**src/rtl/brus16_fetch_pkg.sv**
```systemverilog
// Shared types and constants for the Brus16 instruction fetch unit.
package brus16_fetch_pkg;

  localparam int ROM_AW         = 13;
  localparam int WORD_W         = 16;
  localparam int ROM_RD_LATENCY = 1;

  typedef logic [ROM_AW-1:0] pc_t;
  typedef logic [WORD_W-1:0] word_t;

  // One buffered fetch result: the instruction word and the ROM address it came from.
  typedef struct packed {
    word_t instr;
    pc_t   pc;
  } fetch_entry_t;

endpackage

```
**src/rtl/brus16_fetch_if.sv**
```systemverilog
// Valid/ready instruction stream from the fetch unit to the decode stage.
interface brus16_fetch_if;
  import brus16_fetch_pkg::*;

  word_t instr;
  pc_t   instr_pc;
  logic  instr_valid;
  logic  instr_ready;

  modport master (output instr, output instr_pc, output instr_valid, input instr_ready);
  modport slave  (input instr, input instr_pc, input instr_valid, output instr_ready);
endinterface

```
**src/rtl/brus16_fetch_fifo.sv**
```systemverilog
// Small prefetch FIFO of fetch entries with synchronous flush.
// The head is read straight from the storage registers, so it only changes
// on a clock edge; an empty FIFO presents an all-zero head.
module brus16_fetch_fifo
  import brus16_fetch_pkg::*;
#(
  parameter int DEPTH = 2,
  localparam int CNT_W = $clog2(DEPTH + 1)
) (
  input  logic             clk,
  input  logic             reset_n,
  input  logic             flush,
  input  logic             push,
  input  fetch_entry_t     push_data,
  input  logic             pop,
  output fetch_entry_t     head,
  output logic [CNT_W-1:0] count
);

  localparam int PTR_W = (DEPTH > 1) ? $clog2(DEPTH) : 1;

  fetch_entry_t     r_mem [DEPTH];
  logic [PTR_W-1:0] r_wr_ptr;
  logic [PTR_W-1:0] r_rd_ptr;
  logic [CNT_W-1:0] r_count;
  logic             w_do_pop;
  logic             w_do_push;

  // Pointers wrap at DEPTH-1 so non-power-of-two depths also work.
  function automatic logic [PTR_W-1:0] next_ptr(input logic [PTR_W-1:0] p);
    return (p == PTR_W'(DEPTH - 1)) ? '0 : p + PTR_W'(1);
  endfunction

  assign w_do_pop  = pop && (r_count != '0) && !flush;
  assign w_do_push = push && !flush;
  assign head      = (r_count != '0) ? r_mem[r_rd_ptr] : '0;
  assign count     = r_count;

  // Storage write; data registers need no reset because the count gates the head.
  always_ff @(posedge clk) begin
    if (w_do_push) begin
      r_mem[r_wr_ptr] <= push_data;
    end
  end

  // Pointer and occupancy bookkeeping; flush empties the FIFO in one cycle.
  always_ff @(posedge clk) begin
    if (!reset_n || flush) begin
      r_wr_ptr <= '0;
      r_rd_ptr <= '0;
      r_count  <= '0;
    end else begin
      if (w_do_push) begin
        r_wr_ptr <= next_ptr(r_wr_ptr);
      end
      if (w_do_pop) begin
        r_rd_ptr <= next_ptr(r_rd_ptr);
      end
      r_count <= r_count + CNT_W'(w_do_push) - CNT_W'(w_do_pop);
    end
  end

endmodule

```
**src/rtl/brus16_fetch.sv**
```systemverilog
// Brus16 instruction fetch: drives the program ROM read port, absorbs its
// one-cycle read latency and hands PC-tagged words to decode over valid/ready.
module brus16_fetch
  import brus16_fetch_pkg::*;
#(
  parameter pc_t RESET_PC = 13'h0000,
  parameter int  DEPTH    = 2
) (
  input  logic                  clk,
  input  logic                  reset_n,
  input  logic                  fetch_en,
  input  logic                  redirect_valid,
  input  pc_t                   redirect_addr,
  brus16_fetch_if.master        dec,
  output pc_t                   rom_ad,
  output logic                  rom_ce,
  output logic                  rom_oce,
  output logic                  rom_reset,
  input  word_t                 rom_dout
);

  localparam int CNT_W = $clog2(DEPTH + 1);

  pc_t              r_pc;
  logic             r_inflight;
  pc_t              r_inflight_pc;
  logic [CNT_W-1:0] w_count;
  fetch_entry_t     w_head;
  fetch_entry_t     w_push_data;
  logic             w_pop;
  logic             w_push;
  logic             w_issue;
  int               w_occ_next;

  // Issue decision. A redirect flushes the buffer and cancels the returning
  // read this cycle, so the projected occupancy is zero and the new target
  // is always issued when fetch is enabled.
  always_comb begin
    w_pop      = dec.instr_valid & dec.instr_ready;
    w_occ_next = 0;
    if (!redirect_valid) begin
      w_occ_next = int'(w_count) + int'(r_inflight) - int'(w_pop);
    end
    w_issue = reset_n & fetch_en & (w_occ_next < DEPTH);
    rom_ad  = redirect_valid ? redirect_addr : r_pc;
  end

  assign rom_ce      = w_issue;
  assign rom_oce     = w_issue;
  assign rom_reset   = ~reset_n;
  assign w_push      = r_inflight & ~redirect_valid;
  assign w_push_data = '{instr: rom_dout, pc: r_inflight_pc};

  assign dec.instr       = w_head.instr;
  assign dec.instr_pc    = w_head.pc;
  assign dec.instr_valid = (w_count != '0);

  brus16_fetch_fifo #(
    .DEPTH (DEPTH)
  ) u_fifo (
    .clk       (clk),
    .reset_n   (reset_n),
    .flush     (redirect_valid),
    .push      (w_push),
    .push_data (w_push_data),
    .pop       (w_pop),
    .head      (w_head),
    .count     (w_count)
  );

  // PC and in-flight tracking; a non-issuing redirect still retargets the PC.
  always_ff @(posedge clk) begin
    if (!reset_n) begin
      r_pc          <= RESET_PC;
      r_inflight    <= 1'b0;
      r_inflight_pc <= '0;
    end else begin
      r_inflight <= w_issue;
      if (w_issue) begin
        r_pc          <= rom_ad + pc_t'(1);
        r_inflight_pc <= rom_ad;
      end else if (redirect_valid) begin
        r_pc <= redirect_addr;
      end
    end
  end

endmodule

```
**src/flat_wrapper.sv**
```systemverilog
// flat-port wrapper written by rule: the top's interface ports become plain ports
module brus16_fetch_flat import brus16_fetch_pkg::*;
#(
  parameter pc_t RESET_PC = 13'h0000,
  parameter int  DEPTH    = 2
)
  (clk, reset_n, fetch_en, redirect_valid, redirect_addr, rom_ad, rom_ce, rom_oce, rom_reset, rom_dout, dec_instr, dec_instr_pc, dec_instr_valid, dec_instr_ready);
  brus16_fetch_if dec_i ();
  input  logic clk;
  input  logic reset_n;
  input  logic fetch_en;
  input  logic redirect_valid;
  input  pc_t redirect_addr;
  output pc_t rom_ad;
  output logic rom_ce;
  output logic rom_oce;
  output logic rom_reset;
  input  word_t rom_dout;
  output wire logic [$bits(dec_i.instr)-1:0] dec_instr;
  output wire logic [$bits(dec_i.instr_pc)-1:0] dec_instr_pc;
  output wire logic [$bits(dec_i.instr_valid)-1:0] dec_instr_valid;
  input wire logic [$bits(dec_i.instr_ready)-1:0] dec_instr_ready;
  assign dec_instr = dec_i.instr;
  assign dec_instr_pc = dec_i.instr_pc;
  assign dec_instr_valid = dec_i.instr_valid;
  assign dec_i.instr_ready = dec_instr_ready;
  brus16_fetch #(.RESET_PC(RESET_PC), .DEPTH(DEPTH)) u_core (.clk(clk), .reset_n(reset_n), .fetch_en(fetch_en), .redirect_valid(redirect_valid), .redirect_addr(redirect_addr), .dec(dec_i), .rom_ad(rom_ad), .rom_ce(rom_ce), .rom_oce(rom_oce), .rom_reset(rom_reset), .rom_dout(rom_dout));
endmodule
```
**config.mk**
```make
export PLATFORM = sky130hd
export DESIGN_NAME = brus16_fetch_flat
export DESIGN_NICKNAME = d
export VERILOG_FILES = /design/src/rtl/brus16_fetch_pkg.sv /design/src/rtl/brus16_fetch_if.sv /design/src/rtl/brus16_fetch_fifo.sv /design/src/rtl/brus16_fetch.sv /design/src/flat_wrapper.sv
export SDC_FILE = /design/constraint.sdc
export NUM_CORES = 1
export LEC_CHECK = 0
export BUFFER_PORTS_ARGS = -buffer_cell sky130_fd_sc_hd__clkbuf_2
export CAP_MARGIN = 0
export CORE_ASPECT_RATIO = 0.8
export CORE_MARGIN = 4
export CORE_UTILIZATION = 54
export CTS_BUF_LIST = sky130_fd_sc_hd__clkbuf_16
export CTS_CLUSTER_SIZE = 14
export DETAILED_ROUTE_END_ITERATION = 16
export GPL_TIMING_DRIVEN = 0
export PLACE_DENSITY_LB_ADDON = 0.08
export SYNTH_ARGS = -nofsm -noshare
export SYNTH_HDL_FRONTEND = slang
export SYNTH_SLANG_ARGS = --single-unit
```
**constraint.sdc**
```tcl
create_clock -name clk -period 4.2 [get_ports clk]
set_input_delay 1.05 -clock clk [delete_from_list [all_inputs] [get_ports clk]]
set_output_delay 1.05 -clock clk [all_outputs]
set_load 0.01 [all_outputs]
```
==> impl_metrics.env <==
export IMPL_status="completed"
export IMPL_numPortBuffers=78
export IMPL_fill_cells=528
export IMPL_drcViolationCount=0
export IMPL_syn_to_final_growth_pct=22.44
export IMPL_cts_root_buf="clkbuf_16"
export IMPL_overflow=0
export IMPL_max_freq_mhz=248.5
export IMPL_ys_warn_count=0
export IMPL_layout_setup_ws_ns=0.1764
export IMPL_yosysTopAreaCellShare=0.4502
export IMPL_r2r_end="u_core.r_pc[6]"
export IMPL_die_area_sq_um=8591
export IMPL_cp_startpoint="dec_instr_ready"
export IMPL_layout_nets=443
export IMPL_cts_tree="done"
export IMPL_layout_drive_gt1_share=0.3185
export IMPL_cap_violations=0
export IMPL_ios=80
export IMPL_ant_nets=0
export IMPL_worst_pin_slew_ns=0.8910
export IMPL_antenna_cells=0
export IMPL_clkSlewWorstSetupHoldPaths_ns=0.06
export IMPL_gp_congestion=0.8066
export IMPL_firstDrtPassIters=4
export IMPL_cp_end_kind="output port"
export IMPL_hold_class="flop to flop"
export IMPL_grt_start_max_net_pins=30
export IMPL_h_tree_depth=3
export IMPL_setup_tns_ns=0
export IMPL_final_area_sq_um=4737
export IMPL_synth_fp_nets=350
export IMPL_postPlaceCellArea_sq_um=4383
export IMPL_synth_seq_cells=90
export IMPL_crit_path_end="rom_oce"
export IMPL_ff2ff_setup_slack_ns=1.26
export IMPL_reg2regPathDepth=10
export IMPL_crit_type="primary input to output port"
export IMPL_coreArea_sq_um=6925
export IMPL_timing_slew_headroom=0.4046
export IMPL_ys_async_sr_fraction=0
export IMPL_ys_top_cells_by_area="edfxtp_1 45%, dfxtp_1 17%, mux2i_1 11%, nor2_1 4.6%, ha_1 2.9%"
export IMPL_die_h_microns=83.71
export IMPL_vias_per_cell=5.222
export IMPL_crit_required_ns=3.15
export IMPL_synthFlopType="edfxtp_1"
export IMPL_fin_skew_ns=0.004007
export IMPL_synth_area_sq_um=3869
export IMPL_fp_row_count=27
export IMPL_synth_cells=307
export IMPL_dr_first_iter_drc_count=131
export IMPL_dp_worst_setup_slack_ns=-0.06355
export IMPL_cts_hold_buf=0
export IMPL_yosysSeqAreaShare=0.6158
export IMPL_dp_hpwl_mm=5.315
export IMPL_routedWlPerCell_microns=15.42
export IMPL_grt_pass1_wl_mm=12.05
export IMPL_die_x_microns=102.6
export IMPL_power_density_nw_per_um2=418.1
export IMPL_p_leak_nw=1.896
export IMPL_numCtsBuffers=9
export IMPL_insertion_delay_ns=0.34
export IMPL_period_share=0.9580
export IMPL_post_synth_top_area_cell="edfxtp_1"
export IMPL_setup_violations=0
export IMPL_crit_fanout=11
export IMPL_via_count=2569
export IMPL_cts_max_path_buffers=2
export IMPL_track_usage=0.1819
export IMPL_critPathLaunchType="primary input"
export IMPL_synth_cell_types=44
export IMPL_synth_top_cells_by_count="58 x edfxtp_1, 47 x nor2_1, 41 x mux2i_1"
export IMPL_vdd_drop_max_mv=0.2347
export IMPL_drt_wl_total_mm=7.589
export IMPL_grt_pass1_vias=2516
export IMPL_rsz0062_at_grt="false"
export IMPL_synth_edf_count=58
export IMPL_arrival_ns=2.97
export IMPL_initial_utilization=0.5586
export IMPL_drv_slew=0
export IMPL_antenna_found_initial=0
export IMPL_finalPower_mw=1.981
export IMPL_hold_violations=0
export IMPL_yosys_cell_count_top_type="edfxtp_1"
export IMPL_syn_area_per_cell_sq_um=12.60
export IMPL_cts_sinks=90
export IMPL_min_period_ns=4.024
export IMPL_timing_rr_start="u_core.u_fifo.count[0]"
[kinds of logic (layout without fill, tap and decap cells)]
| family | count (synthesis) | in the layout | synth area share |
|---|---|---|---|
| flip-flops | 90 | 90 | 0.6158 |
| adder cells (fa/ha/maj) | 9 | 9 | 0.02911 |
| AND/OR/NAND/NOR | 102 | 102 | 0.1245 |
| buffers and inverters | 27 | 125 | 0.03169 |
| multiplexers | 50 | 50 | 0.1352 |
| XOR/XNOR | 7 | 7 | 0.01585 |
| AO/OA/AOI/OAI | 22 | 22 | 0.04787 |
[how the worst min path moves through the flow]
| stage | startpoint | end | cells after the start | slack (ns) |
|---|---|---|---|---|
| after floorplan | u_core.r_inflight_pc[1] | u_core.u_fifo.r_mem[0][1] | 0 | 0.42 |
| after global placement | u_core.r_inflight_pc[11] | u_core.u_fifo.r_mem[1][11] | 0 | 0.44 |
| after detailed placement | u_core.r_inflight_pc[7] | u_core.u_fifo.r_mem[1][7] | 0 | 0.44 |
| after CTS | u_core.r_inflight_pc[7] | u_core.u_fifo.r_mem[1][7] | 0 | 0.45 |
| after global routing | u_core.r_inflight_pc[7] | u_core.u_fifo.r_mem[1][7] | 0 | 0.47 |
| final | u_core.r_inflight_pc[7] | u_core.u_fifo.r_mem[1][7] | 0 | 0.46 |
[sequential cells by signal, summed over array words and instances (netlist names), named ones only]
| register | flops |
|---|---|
| u_core.u_fifo.r_wr_ptr | 1 |
| u_core.r_inflight | 1 |
| u_core.r_inflight_pc | 13 |
| u_core.u_fifo.r_mem | 58 |
| u_core.r_pc | 13 |
| u_core.u_fifo.count | 2 |
| u_core.u_fifo.r_rd_ptr | 1 |
[cell type report]
cell class	instances	area, sq um	share of cell area
well taps	87	108.9	0.02298
clock inverters	7	87.58	0.01849
clock buffers	9	225.2	0.04754
multi-input cells	190	1389	0.2932
inverters	13	48.80	0.01030
plain buffers	14	75.07	0.01585
flip-flops and latches	90	2382	0.5029
repair buffers	82	420.4	0.08875
[critical path, cell delays in order]
cell and delay (ns):
clkbuf_2 0.12, nor3b_1 0.20, ha_1 0.18, ha_1 0.21
nor2b_1 0.16, a221oi_4 0.41, a21oi_4 0.16, buf_2 0.21
buf_4 0.14, clkbuf_2 0.12
[power by group]
group	internal, mW	total [mW]	switching (mW)
sequential	0.974	0.988	0.0142
combinational	0.0675	0.160	0.0923
clock	0.515	0.833	0.318
total	1.56	1.98	0.424
[layer usage]
layer	global-route usage	routed length [microns]	vias up	part of all wire
met5	0	0	-	0
li1	-	-	1271	-
met3	0.05764	408	8	0.054
met1	0.2384	3414	1228	0.45
met2	0.2937	3721	62	0.49
met4	0.04291	45	0	0.0059
[metrics by stage]
step,cells,utilization,hold slack (ns)
after global placement,472,0.6307,0.4420
after floorplan,307,-,0.4249
after CTS,488,0.6797,0.4536
after detailed placement,472,0.6329,0.4425
after global routing,492,0.6840,0.4695
final,492,0.6840,0.4565
[placed cells by master (no fill, tap or decap), types with 3 or more instances in the layout]
cell type | synthesis | layout
mux2_4 | 3 | 3
mux2i_1 | 41 | 41
xnor2_1 | 6 | 6
buf_2 | 5 | 5
nand2b_1 | 3 | 3
nand3_1 | 3 | 3
clkbuf_16 | 0 | 9
edfxtp_1 | 58 | 58
o21ai_0 | 8 | 8
clkbuf_2 | 0 | 79
inv_1 | 12 | 14
buf_4 | 2 | 6
nand2_1 | 30 | 30
mux2_2 | 6 | 6
clkbuf_1 | 6 | 5
dfxtp_1 | 32 | 32
a21oi_1 | 4 | 4
ha_1 | 9 | 9
nand4_1 | 4 | 4
nor2_1 | 47 | 44
[repair_timing]
| action | in CTS | in global routing |
|---|---|---|
| endpoints found under the setup margin | 2 | 1 |
| gates resized for setup | 3 | 0 |
| pin swaps | 0 | 1 |
| buffers inserted | 0 | 4 |
Note: power is estimated with default switching activity, not from simulation.
